[src/rtl/wrr_channel_arbiter.sv]
// -----------------------------------------------------------------------------
// wrr_channel_arbiter
//
// Weighted round-robin arbiter that merges NIN upstream word channels onto one
// downstream channel. A granted requester may send up to weights[i] consecutive
// words before the grant rotates. The downstream side is fully registered.
//
// Ports
//   clk        single clock, rising edge
//   reset      asynchronous, active-low; clears all state immediately
//   weights    per-requester burst length, sampled when a grant is issued
//   out_d/out_v/out_a   downstream channel (transfer on out_v && out_a)
//   in_d/in_v/in_a      upstream channels (transfer on in_v[i] && in_a[i])
//   busy       high while a grant is active
//   cur_grant  index of the current or most recent grantee
// -----------------------------------------------------------------------------
module wrr_channel_arbiter #(
    parameter int N   = 32,
    parameter int NIN = 3,
    parameter int NW  = 4
) (
    input  logic                        clk,
    input  logic                        reset,
    input  logic [NIN-1:0][NW-1:0]      weights,
    output logic [N-1:0]                out_d,
    output logic                        out_v,
    input  logic                        out_a,
    input  logic [NIN-1:0][N-1:0]       in_d,
    input  logic [NIN-1:0]              in_v,
    output logic [NIN-1:0]              in_a,
    output logic                        busy,
    output logic [$clog2(NIN)-1:0]      cur_grant
);

    localparam int GW = $clog2(NIN);

    typedef enum logic {
        S_IDLE  = 1'b0,
        S_GRANT = 1'b1
    } state_t;

    state_t          r_state;
    state_t          w_state_nxt;
    logic [GW-1:0]   r_ptr;
    logic [GW-1:0]   w_ptr_nxt;
    logic [GW-1:0]   r_g;
    logic [GW-1:0]   w_g_nxt;
    logic [GW-1:0]   w_g_inc;
    logic [GW-1:0]   w_pick;
    logic            w_found;
    logic [NW-1:0]   r_credit;
    logic [NW-1:0]   w_credit_nxt;
    logic            r_out_v;
    logic [N-1:0]    r_out_d;
    logic            w_take;
    logic            w_load;

    // Index base+k wrapped modulo NIN; base < NIN and k < NIN, so one
    // subtraction is enough.
    function automatic logic [GW-1:0] f_wrap_idx(input logic [GW-1:0] base, input int k);
        int s;
        s = int'(base) + k;
        if (s >= NIN) s = s - NIN;
        return GW'(s);
    endfunction

    assign w_g_inc = f_wrap_idx(r_g, 1);

    // Round-robin search starting at r_ptr. Iterating from the far end
    // downward lets the candidate closest to r_ptr overwrite the others.
    always_comb begin
        w_found = 1'b0;
        w_pick  = r_ptr;
        for (int k = NIN - 1; k >= 0; k--) begin
            if (in_v[f_wrap_idx(r_ptr, k)] && (weights[f_wrap_idx(r_ptr, k)] != '0)) begin
                w_found = 1'b1;
                w_pick  = f_wrap_idx(r_ptr, k);
            end
        end
    end

    // The grantee may push whenever the output register is empty or is
    // being drained this cycle, giving one word per cycle throughput.
    always_comb begin
        in_a   = '0;
        w_take = (r_state == S_GRANT) && (!r_out_v || out_a);
        if (w_take) in_a[r_g] = 1'b1;
        w_load = w_take && in_v[r_g];
    end

    always_comb begin
        w_state_nxt  = r_state;
        w_ptr_nxt    = r_ptr;
        w_g_nxt      = r_g;
        w_credit_nxt = r_credit;
        case (r_state)
            S_IDLE: begin
                if (w_found) begin
                    w_state_nxt  = S_GRANT;
                    w_g_nxt      = w_pick;
                    w_credit_nxt = weights[w_pick];
                end
            end
            S_GRANT: begin
                if (!in_v[r_g]) begin
                    // Requester went away: end the burst, drop leftover credit.
                    w_state_nxt  = S_IDLE;
                    w_ptr_nxt    = w_g_inc;
                    w_credit_nxt = '0;
                end else if (w_load) begin
                    w_credit_nxt = r_credit - NW'(1);
                    if (r_credit == NW'(1)) begin
                        w_state_nxt = S_IDLE;
                        w_ptr_nxt   = w_g_inc;
                    end
                end
            end
            default: w_state_nxt = S_IDLE;
        endcase
    end

    always_ff @(posedge clk or negedge reset) begin
        if (!reset) begin
            r_state  <= S_IDLE;
            r_ptr    <= '0;
            r_g      <= '0;
            r_credit <= '0;
        end else begin
            r_state  <= w_state_nxt;
            r_ptr    <= w_ptr_nxt;
            r_g      <= w_g_nxt;
            r_credit <= w_credit_nxt;
        end
    end

    // Output register: a load wins over a drain, so a simultaneous
    // load and drain keeps out_v high with the new word.
    always_ff @(posedge clk or negedge reset) begin
        if (!reset) begin
            r_out_v <= 1'b0;
            r_out_d <= '0;
        end else if (w_load) begin
            r_out_v <= 1'b1;
            r_out_d <= in_d[r_g];
        end else if (out_a) begin
            r_out_v <= 1'b0;
        end
    end

    assign out_v     = r_out_v;
    assign out_d     = r_out_d;
    assign busy      = (r_state == S_GRANT);
    assign cur_grant = r_g;

endmodule

[config.mk]
export PLATFORM = sky130hd
export DESIGN_NAME = wrr_channel_arbiter
export DESIGN_NICKNAME = d
export VERILOG_FILES = /design/src/rtl/wrr_channel_arbiter.sv
export SDC_FILE = /design/constraint.sdc
export NUM_CORES = 1
export LEC_CHECK = 0
export CAP_MARGIN = 20
export CORE_UTILIZATION = 60
export CTS_CLUSTER_SIZE = 8
export DETAILED_ROUTE_END_ITERATION = 6
export DONT_BUFFER_PORTS = 1
export PLACE_DENSITY = 0.8
export SYNTH_ARGS = -nofsm -noshare
export SYNTH_HDL_FRONTEND = slang
export SYNTH_SLANG_ARGS = --single-unit
[constraint.sdc]
create_clock -name clk -period 7.3 [get_ports clk]
set_input_delay 1.095 -clock clk [delete_from_list [all_inputs] [get_ports clk]]
set_output_delay 1.095 -clock clk [all_outputs]
set_load 0.02 [all_outputs]
==> metrics.txt <==
run status=completed; Post-synth EDFFs=0; mux contribution to synthesized area=a little over an eighth; CTS Buf Count=5; Hold Buf Count CTS=0; Simple-Gate Fraction of Synth Area=between 15 and 20%; RD Place Congestion=0.939; filler cell count=approximately 380; clk_lat worst skew=0.29 ns; Crit Reg-Reg Startpoint=r_ptr[0]; Placement Setup Slack=4.24 ns; Die W=roughly 70 um; startpoint types=flop; Max IR drop VDD=around 230 uV; Hold Path Class=primary input to async pin; die span in y=~70 um; CTS tree=built; #FFs+latches synth=42; sequential-to-total area share from yosys stat=~38%; initial core utilization=between 60% and 70%; unrepaired setup endpoints after global routing=no; # clock sinks=42; Resize count post-CTS=0; Period minus WS final=about 2.9 ns; Root Driver=clkbuf_8; Critical Path Fanout Max=19; Syn-to-layout area delta=4.84%; IO buf count=0; Iteration-0 DRC Markers=104; post-route setup slack=roughly 4.4 ns; Required @ worst endpoint=approximately 6.2 ns; crit path kind=flop to output port; # DRC=0; post-CTS setup buffers=0; DR vias=2388; Post-Syn Area=between 2000 and 3000 um2; Max Clk Rate=between 300 and 400 MHz; Worst Clk Skew=approximately 0.0099 ns; wire per inst=18.3 um; Max-Cap Viols=0; Post-DRT Antenna Nets=0; fin crit share=slightly below 40%; Worst slew margin=54.3%; Mapped Cells=between 300 and 400; 1st-pass router iterations=4; Worst Path Arrival=1.76 ns; Worst path slowest cell=dfrtp_1; Overall Global Routing Usage=between 20% and 30%; ratio of cells with drive above 1 in the final layout=8.31%; DP HPWL=a little under 5000 um; Mean Syn Cell Area=between 8 and 9 um2; # diodes=0; ys flop type=dfrtp_1; Post-Synth XOR/XNOR Area=0%; Min Hold Slack=0.484 ns; initial antenna violation count=0; Synth Area in Compound Gates=between 20 and 25%; Post-Synth Adder-Cell Area=under 10%; Yosys warnings=0; syn_nets=about 450; clk slew on worst S/H paths=roughly 0.09 ns; main combinational cell family by area after synthesis=compound AO/OA/AOI/OAI gates; first-pass GRT wire length=approximately 11000 um; FP Rows=24; Core ar.=4410 um2; Vias/cell=about 6.5; asr flop ratio synth=between 90% and 100%; total negative slack=0 ns; largest net degree at the start of global routing=57; Worst setup EP type=output port; Setup violations, final=0; H-tree Lvls=2; DRT Wirelength=around 6700 um; vias in the first global route=between 2000 and 2500; LEAKAGE=between 1 and 1.5 nW; PwrDens=529 nW/um2; post-synth cell types=48; Crit. Startpoint=cur_grant[0]; worst-margin pin slew=approximately 0.69 ns; Largest stage delay, worst path=~0.8 ns; CTS max path bufs=2; Final #Nets=436; Max Slew Vio Count=0; Final Hold Fails=0; total grt overflow=0; critical path, cell by cell=inv_1 -> ha_1 -> and3_1; die area=just under 5000 um2; io pins=153
per-stage QoR:
stage	util, %	total power, mW	instance area [um2]	std cells
after global routing	66.4	1.68	2930	365
final	66.4	1.55	2930	365
after CTS	66.4	1.56	2930	365
after global placement	63.8	1.33	2820	358
after detailed placement	63.8	1.37	2820	358
after floorplan	-	1.20	2790	323
path summary, 6_finish.rpt:
path / slack, ns / endpoint / cells after the start
min in group clk: 0.53 / r_credit[1] / 1
max: 4.44 / in_a[0] / 3
min reg2reg: 0.53 / r_credit[1] / 1
max reg2reg: 4.62 / r_credit[0] / 9
min: 0.48 / r_credit[0] / 0
max in group asynchronous: 6.70 / out_d[4] / 0
logic make-up after synthesis:
kind of cell | after synthesis
AOI/OAI and AO/OA | 99
adders and majority gates | 9
buffers and inverters | 30
DFF | 42
muxes | 38
and+or+nand+nor | 105
per-layer routing:
layer | track usage, % | up-vias | part of all wire [%]
li1 | - | 1132 | -
met1 | 32.7 | 1110 | 39
met2 | 47.2 | 129 | 51
met3 | 5.92 | 17 | 7.5
met4 | 9.56 | 0 | 2.2
met5 | 0 | - | 0
state kept, by name (all words and copies together), names as in the netlist:
register and flops:
r_credit 4, out_v 1, out_d 32, busy 1, cur_grant 2, r_ptr 2
critical path, delay by kind of cell (launching register included):
kind	cells	cell delay, ns
flops	1	0.78
fa+ha+maj	1	0.25
simple gates	1	0.24
buf+inv	1	0.19
Yosys cell counts, drive strengths merged, types with 4 or more instances:
library cell	instances	share of area (%)
nor2	69	9.3
a21oi	66	12
dfrtp	42	38
mux2i	37	13
clkbuf	12	1.6
nand2	10	1.3
buf	9	1.4
ha	9	4.0
inv	9	1.2
o21ai	8	1.8
nor3	4	0.72
layout by cell type (no fill, tap or decap), types with 3 or more instances in the layout:
master and n:
a21oi_1 65, a32oi_1 3, and3_1 3, buf_4 4, clkbuf_8 6, dfrtp_1 41, ha_1 9, inv_1 9
mux2i_1 37, nand2_1 10, nor2_1 67, nor2b_1 3, nor3_1 4, o21ai_0 4, o21ai_1 3
power breakdown:
| part | switching [mW] | internal (mW) |
|---|---|---|
| registers | 0.231 | 0.354 |
| logic | 0.463 | 0.314 |
| clock network | 0.0790 | 0.109 |
| total | 0.772 | 0.778 |
final cells by class:
type	instances	area [um2]	area share (%)
clock buffers	6	82.6	2.82
clock inverters	1	30.0	1.03
inverters	9	33.8	1.15
multi-input cells	251	1640	55.8
flip-flops and latches	42	1050	35.9
well taps	52	65.1	2.22
repair buffers	4	30.0	1.03
(Power assumes the default switching activity.)
==> RTL edit 1: new RTL, config.mk and constraints unchanged <==
`N`: 32 -> 16.
--- a/src/rtl/wrr_channel_arbiter.sv
+++ b/src/rtl/wrr_channel_arbiter.sv
@@ -17,3 +17,3 @@
 module wrr_channel_arbiter #(
-    parameter int N   = 32,
+    parameter int N   = 16,
     parameter int NIN = 3,
Ports: changed (resized in_d and out_d); port bits go from 153 to 89. No check against the original RTL was run, so the function may have changed too.
==> RTL edit 1 against the original RTL <==
  * Sequential cell count decreased by 16
  * Design area decreased by 30%
  * Synthesized area decreased by 29%
  * Clock skew decreased by 8.3 ps
  * Setup slack got worse by 260 ps
  * Die area decreased by 28%
  * Via count decreased by 28%
  * Power decreased by 32%
  * Routed wire length decreased by 33%
  * Critical endpoint unchanged
  * Largest power group unchanged
  * Highest routed layer unchanged
==> RTL edit 1: results (changes against the original RTL) <==
| Metric | Value |
|---|---|
| GR met3 Demand/Resource | 0.0371 (-0.0220) |
| Maximum operating frequency | 321 MHz (-8.3%) |
| Setup slack of the most critical reg-to-reg path | 4720 ps (+100 ps) |
| Hold slack final | 440 ps (-44.4 ps) |
| Maximum number of pins on one net before global-route repair | 34 (-40%) |
| Final Routed Wirelength | 4.45 mm (-33%) |
| Grt met2 use | 0.404 (-0.0675) |
| Area of the multi-input gates | 1240 um2 (-24%) |
| Final weighted congestion in routability-driven placement | 0.908 (-3.3%) |
| Count of TritonRoute iterations in the first routing pass | 5 (+1) |
| Number of nets in the layout | 301 (-31%) |
| Final Util | 0.661 (-0.00266) |
| First-pass GRT wire length | 6.53 mm (-38%) |
| Mux cell area share after synthesis | 0.113 (-0.0238) |
| Share of the synthesized area in compound gates (AO/OA/AOI/OAI) | 0.290 (+0.0670) |
| Seq area share | 0.317 (-0.0420) |
| Clk Tree Root Cell | sky130_fd_sc_hd__clkbuf_4 |
| Area overhead of the layout relative to synthesis | 3.28% |
| Total number of H-tree levels | 1 (-1) |
| Number of standard cells in the layout, taps in and fillers out | 269 (-26%) |
| Cell variety after synth | 47 (-2.1%) |
| Area share of fa/ha/maj cells after synthesis | 0.0567 (+0.0164) |
| Top area cells in the synthesized netlist | sky130_fd_sc_hd__dfrtp_1, sky130_fd_sc_hd__mux2i_1, sky130_fd_sc_hd__a21oi_1 |
| Max incr delay on CP | 990 ps (+210 ps) |
| Non-clock buffer area fraction after layout | 0.00732 (-0.00293) |
| Xor/xnor share of the synthesized area | 0.00882 (+0.00882) |
| Clock buffer count | 3 (-3) |
| Run status | finished, final reports clean |
| Post-synthesis average cell area | 8.52 um2 (-1.5%) |
| Global router's overall resource usage | 0.240 (-0.0304) |
| Met1 layer usage reported by global route | 0.301 (-0.0255) |
==> RTL edit 1: cell types whose count changed in the layout (fill, tap and decap cells not counted), moves of 6 or more <==
cell,unedited run,this run
sky130_fd_sc_hd__a21oi_1,65,36
sky130_fd_sc_hd__nor2_1,67,43
sky130_fd_sc_hd__mux2i_1,37,19
sky130_fd_sc_hd__dfrtp_1,41,26
sky130_fd_sc_hd__o21ai_0,4,11
sky130_fd_sc_hd__clkbuf_8,6,0
==> RTL edit 1: per-layer routing <==
layer  share of wire  routed length, um  up-vias
met1            0.43               1910      818
met3           0.049                216       10
li1                -                  -      836
met4           0.018                 82        0
met2            0.50               2240       61
met5               0                  0        -
==> RTL edit 1: power breakdown <==
part | internal [mW] | switching (mW) | leakage (nW) | total, mW
Clock | 0.0555 | 0.0444 | 0.0279 | 0.0999
Combinational | 0.247 | 0.324 | 0.543 | 0.572
Sequential | 0.219 | 0.160 | 0.304 | 0.378
==> RTL edit 2: new RTL, config.mk and constraints unchanged <==
Made on the original files. Reset style: synchronous (`reset`), changed in 2 clocked blocks. Comments in the files are not updated.
--- a/src/rtl/wrr_channel_arbiter.sv
+++ b/src/rtl/wrr_channel_arbiter.sv
@@ -121,3 +121,3 @@
 
-    always_ff @(posedge clk or negedge reset) begin
+    always_ff @(posedge clk) begin
         if (!reset) begin
@@ -137,3 +137,3 @@
     // load and drain keeps out_v high with the new word.
-    always_ff @(posedge clk or negedge reset) begin
+    always_ff @(posedge clk) begin
         if (!reset) begin
Function: differs if reset is asserted again (counterexample within 4 cycles, from zero or initial values and one cycle with reset low); with reset held inactive, the same outputs for 4 cycles.
==> RTL edit 2 against the original RTL <==
  * Power fell by 30%
  * Final cell count rose by 6.3%
  * Critical path depth rose by 5
  * Design area fell by 1.6%
  * Sequential cell count did not move
  * Routed wire length fell by 1.7%
  * Critical endpoint is now out_d[9]
  * Synthesized area fell by 0.54%
  * Setup slack got worse by 31 ps
  * Non-clock buffer count did not move
==> RTL edit 2: results (changes against the original RTL) <==
| Metric | Value |
|---|---|
| Run status | finished, final reports clean |
| Number of global-route vias before repair | 2274 (-2.9%) |
| Reg2reg path depth | 8 (-1) |
| Layout fillers | 382 (-0.26%) |
| Area overhead of the layout relative to synthesis | 3.69% |
| Category of the most critical setup path | reg -> reg |
| Internal power | 0.580 mW (-25%) |
| Antenna fix cells | 0 (unchanged) |
| Worst vdd ir | 0.224 mV (-4.5%) |
| HPWL after detailed placement | 4.90 mm (-0.25%) |
| Worst slack, placed | 4080 ps (-167 ps) |
| Commonest cells post-synth | sky130_fd_sc_hd__nor2_1, sky130_fd_sc_hd__dfxtp_1, sky130_fd_sc_hd__a21oi_1 |
| Leakage power summed over all cells | 1.01 nW (-15%) |
| Hold Path Sink | r_credit[1] |
| Share of post-route cells with drive strength above 1 | 0.0952 (+0.0122) |
| First-pass GRT wire length | 10.5 mm (-0.58%) |
| Share of power burned in combinational logic | 0.480 (-0.021) |
| Number of nets in the layout | 458 (+5.0%) |
| Post-synthesis sequential area ratio | 0.303 (-0.0736) |
| Top area cells in the synthesized netlist | sky130_fd_sc_hd__dfxtp_1, sky130_fd_sc_hd__mux2i_1, sky130_fd_sc_hd__nor2_1 |
| Power attributed to sequential cells | 0.423 mW (-28%) |
| Num CTS Buffers | 5 (unchanged) |
| Post-Place Cell Area | 2780 um2 (-1.5%) |
| Total number of H-tree levels | 2 (unchanged) |
| Synth area leader | sky130_fd_sc_hd__dfxtp_1 |
| Global router's overall resource usage | 0.265 (-0.00580) |
| Total power per unit cell area | 377 nW/um2 (-29%) |
| Post-synth ARST share | 0 (-1.00) |
| Hold slack final | 569 ps (+85.1 ps) |
| Setup slack of the most critical reg-to-reg path | 4410 ps (-210 ps) |
| Capturing point of the worst reg2reg path | out_d[9] |
| Path class of the lowest-slack min-delay path | reg -> reg |
| Post-Syn Nets | 473 (+6.1%) |
| Avg WL per Cell | 16.9 um (-7.5%) |
| Critical path peak fanout | 50 (+31) |
| Pin slew with the least headroom to its limit | 725 ps (+39.2 ps) |
| Arrival time of data at the critical path endpoint | 3080 ps (+1320 ps) |
| Maximum operating frequency | 346 MHz (-1.1%) |
| Synthesized netlist cell count | 350 (+8.4%) |
| Count of TritonRoute iterations in the first routing pass | 4 (unchanged) |
| Reg-to-reg startpoint | cur_grant[1] |
| Final setup skew | 3.10 ps (-6.83 ps) |
| Cell total after placement | 379 (+5.9%) |
| Total number of vias | 2465 (+3.2%) |
| Final Routed Wirelength | 6.56 mm (-1.7%) |
| Count of routing violations after the opening detailed-route iteration | 97 (-6.7%) |
| Final weighted congestion in routability-driven placement | 0.876 (-6.6%) |
| Maximum number of pins on one net before global-route repair | 51 (-11%) |
==> RTL edit 2: cell types whose count changed in the layout (fill, tap and decap cells not counted), moves of 4 or more <==
| cell | delta |
|---|---|
| sky130_fd_sc_hd__a211oi_1 | +34 |
| sky130_fd_sc_hd__dfrtp_1 | -41 |
| sky130_fd_sc_hd__dfxtp_1 | +41 |
| sky130_fd_sc_hd__mux2i_1 | -4 |
| sky130_fd_sc_hd__a21oi_1 | -25 |
| sky130_fd_sc_hd__nor2_1 | +12 |
==> RTL edit 2: routing by layer <==
layer	vias to the layer above	global-route usage	wire, um
li1	1230	-	-
met1	1110	0.311	2760
met2	119	0.469	3240
met3	6	0.0765	502
met4	0	0.0711	53
met5	-	0	0
==> RTL edit 2: cells by family after synthesis <==
family,after synthesis,synth area share
flops,42,0.303
compound gates,104,0.260
buf+inv,37,0.0545
xor+xnor,2,0.00630
mux,37,0.135
simple gates,119,0.201
fa+ha+maj,9,0.0405
==> RTL edit 2: critical path, stage by stage, from the launching register on <==
cell                       delay [ps]
sky130_fd_sc_hd__dfxtp_2          480
sky130_fd_sc_hd__nor2b_2          490
sky130_fd_sc_hd__buf_8            250
sky130_fd_sc_hd__a22oi_1          100
sky130_fd_sc_hd__or2_1            340
sky130_fd_sc_hd__nor2b_4          340
sky130_fd_sc_hd__buf_4            460
sky130_fd_sc_hd__nor2_1            80
sky130_fd_sc_hd__a211oi_1         230
==> RTL edit 2: cell type report <==
cell class | instances | area share
sequential | 42 | 0.292
tap | 52 | 0.0226
inverter | 11 | 0.0143
timing repair buffer | 4 | 0.0174
clock inverter | 2 | 0.00478
multi-input combinational | 271 | 0.624
clock buffer | 6 | 0.0252
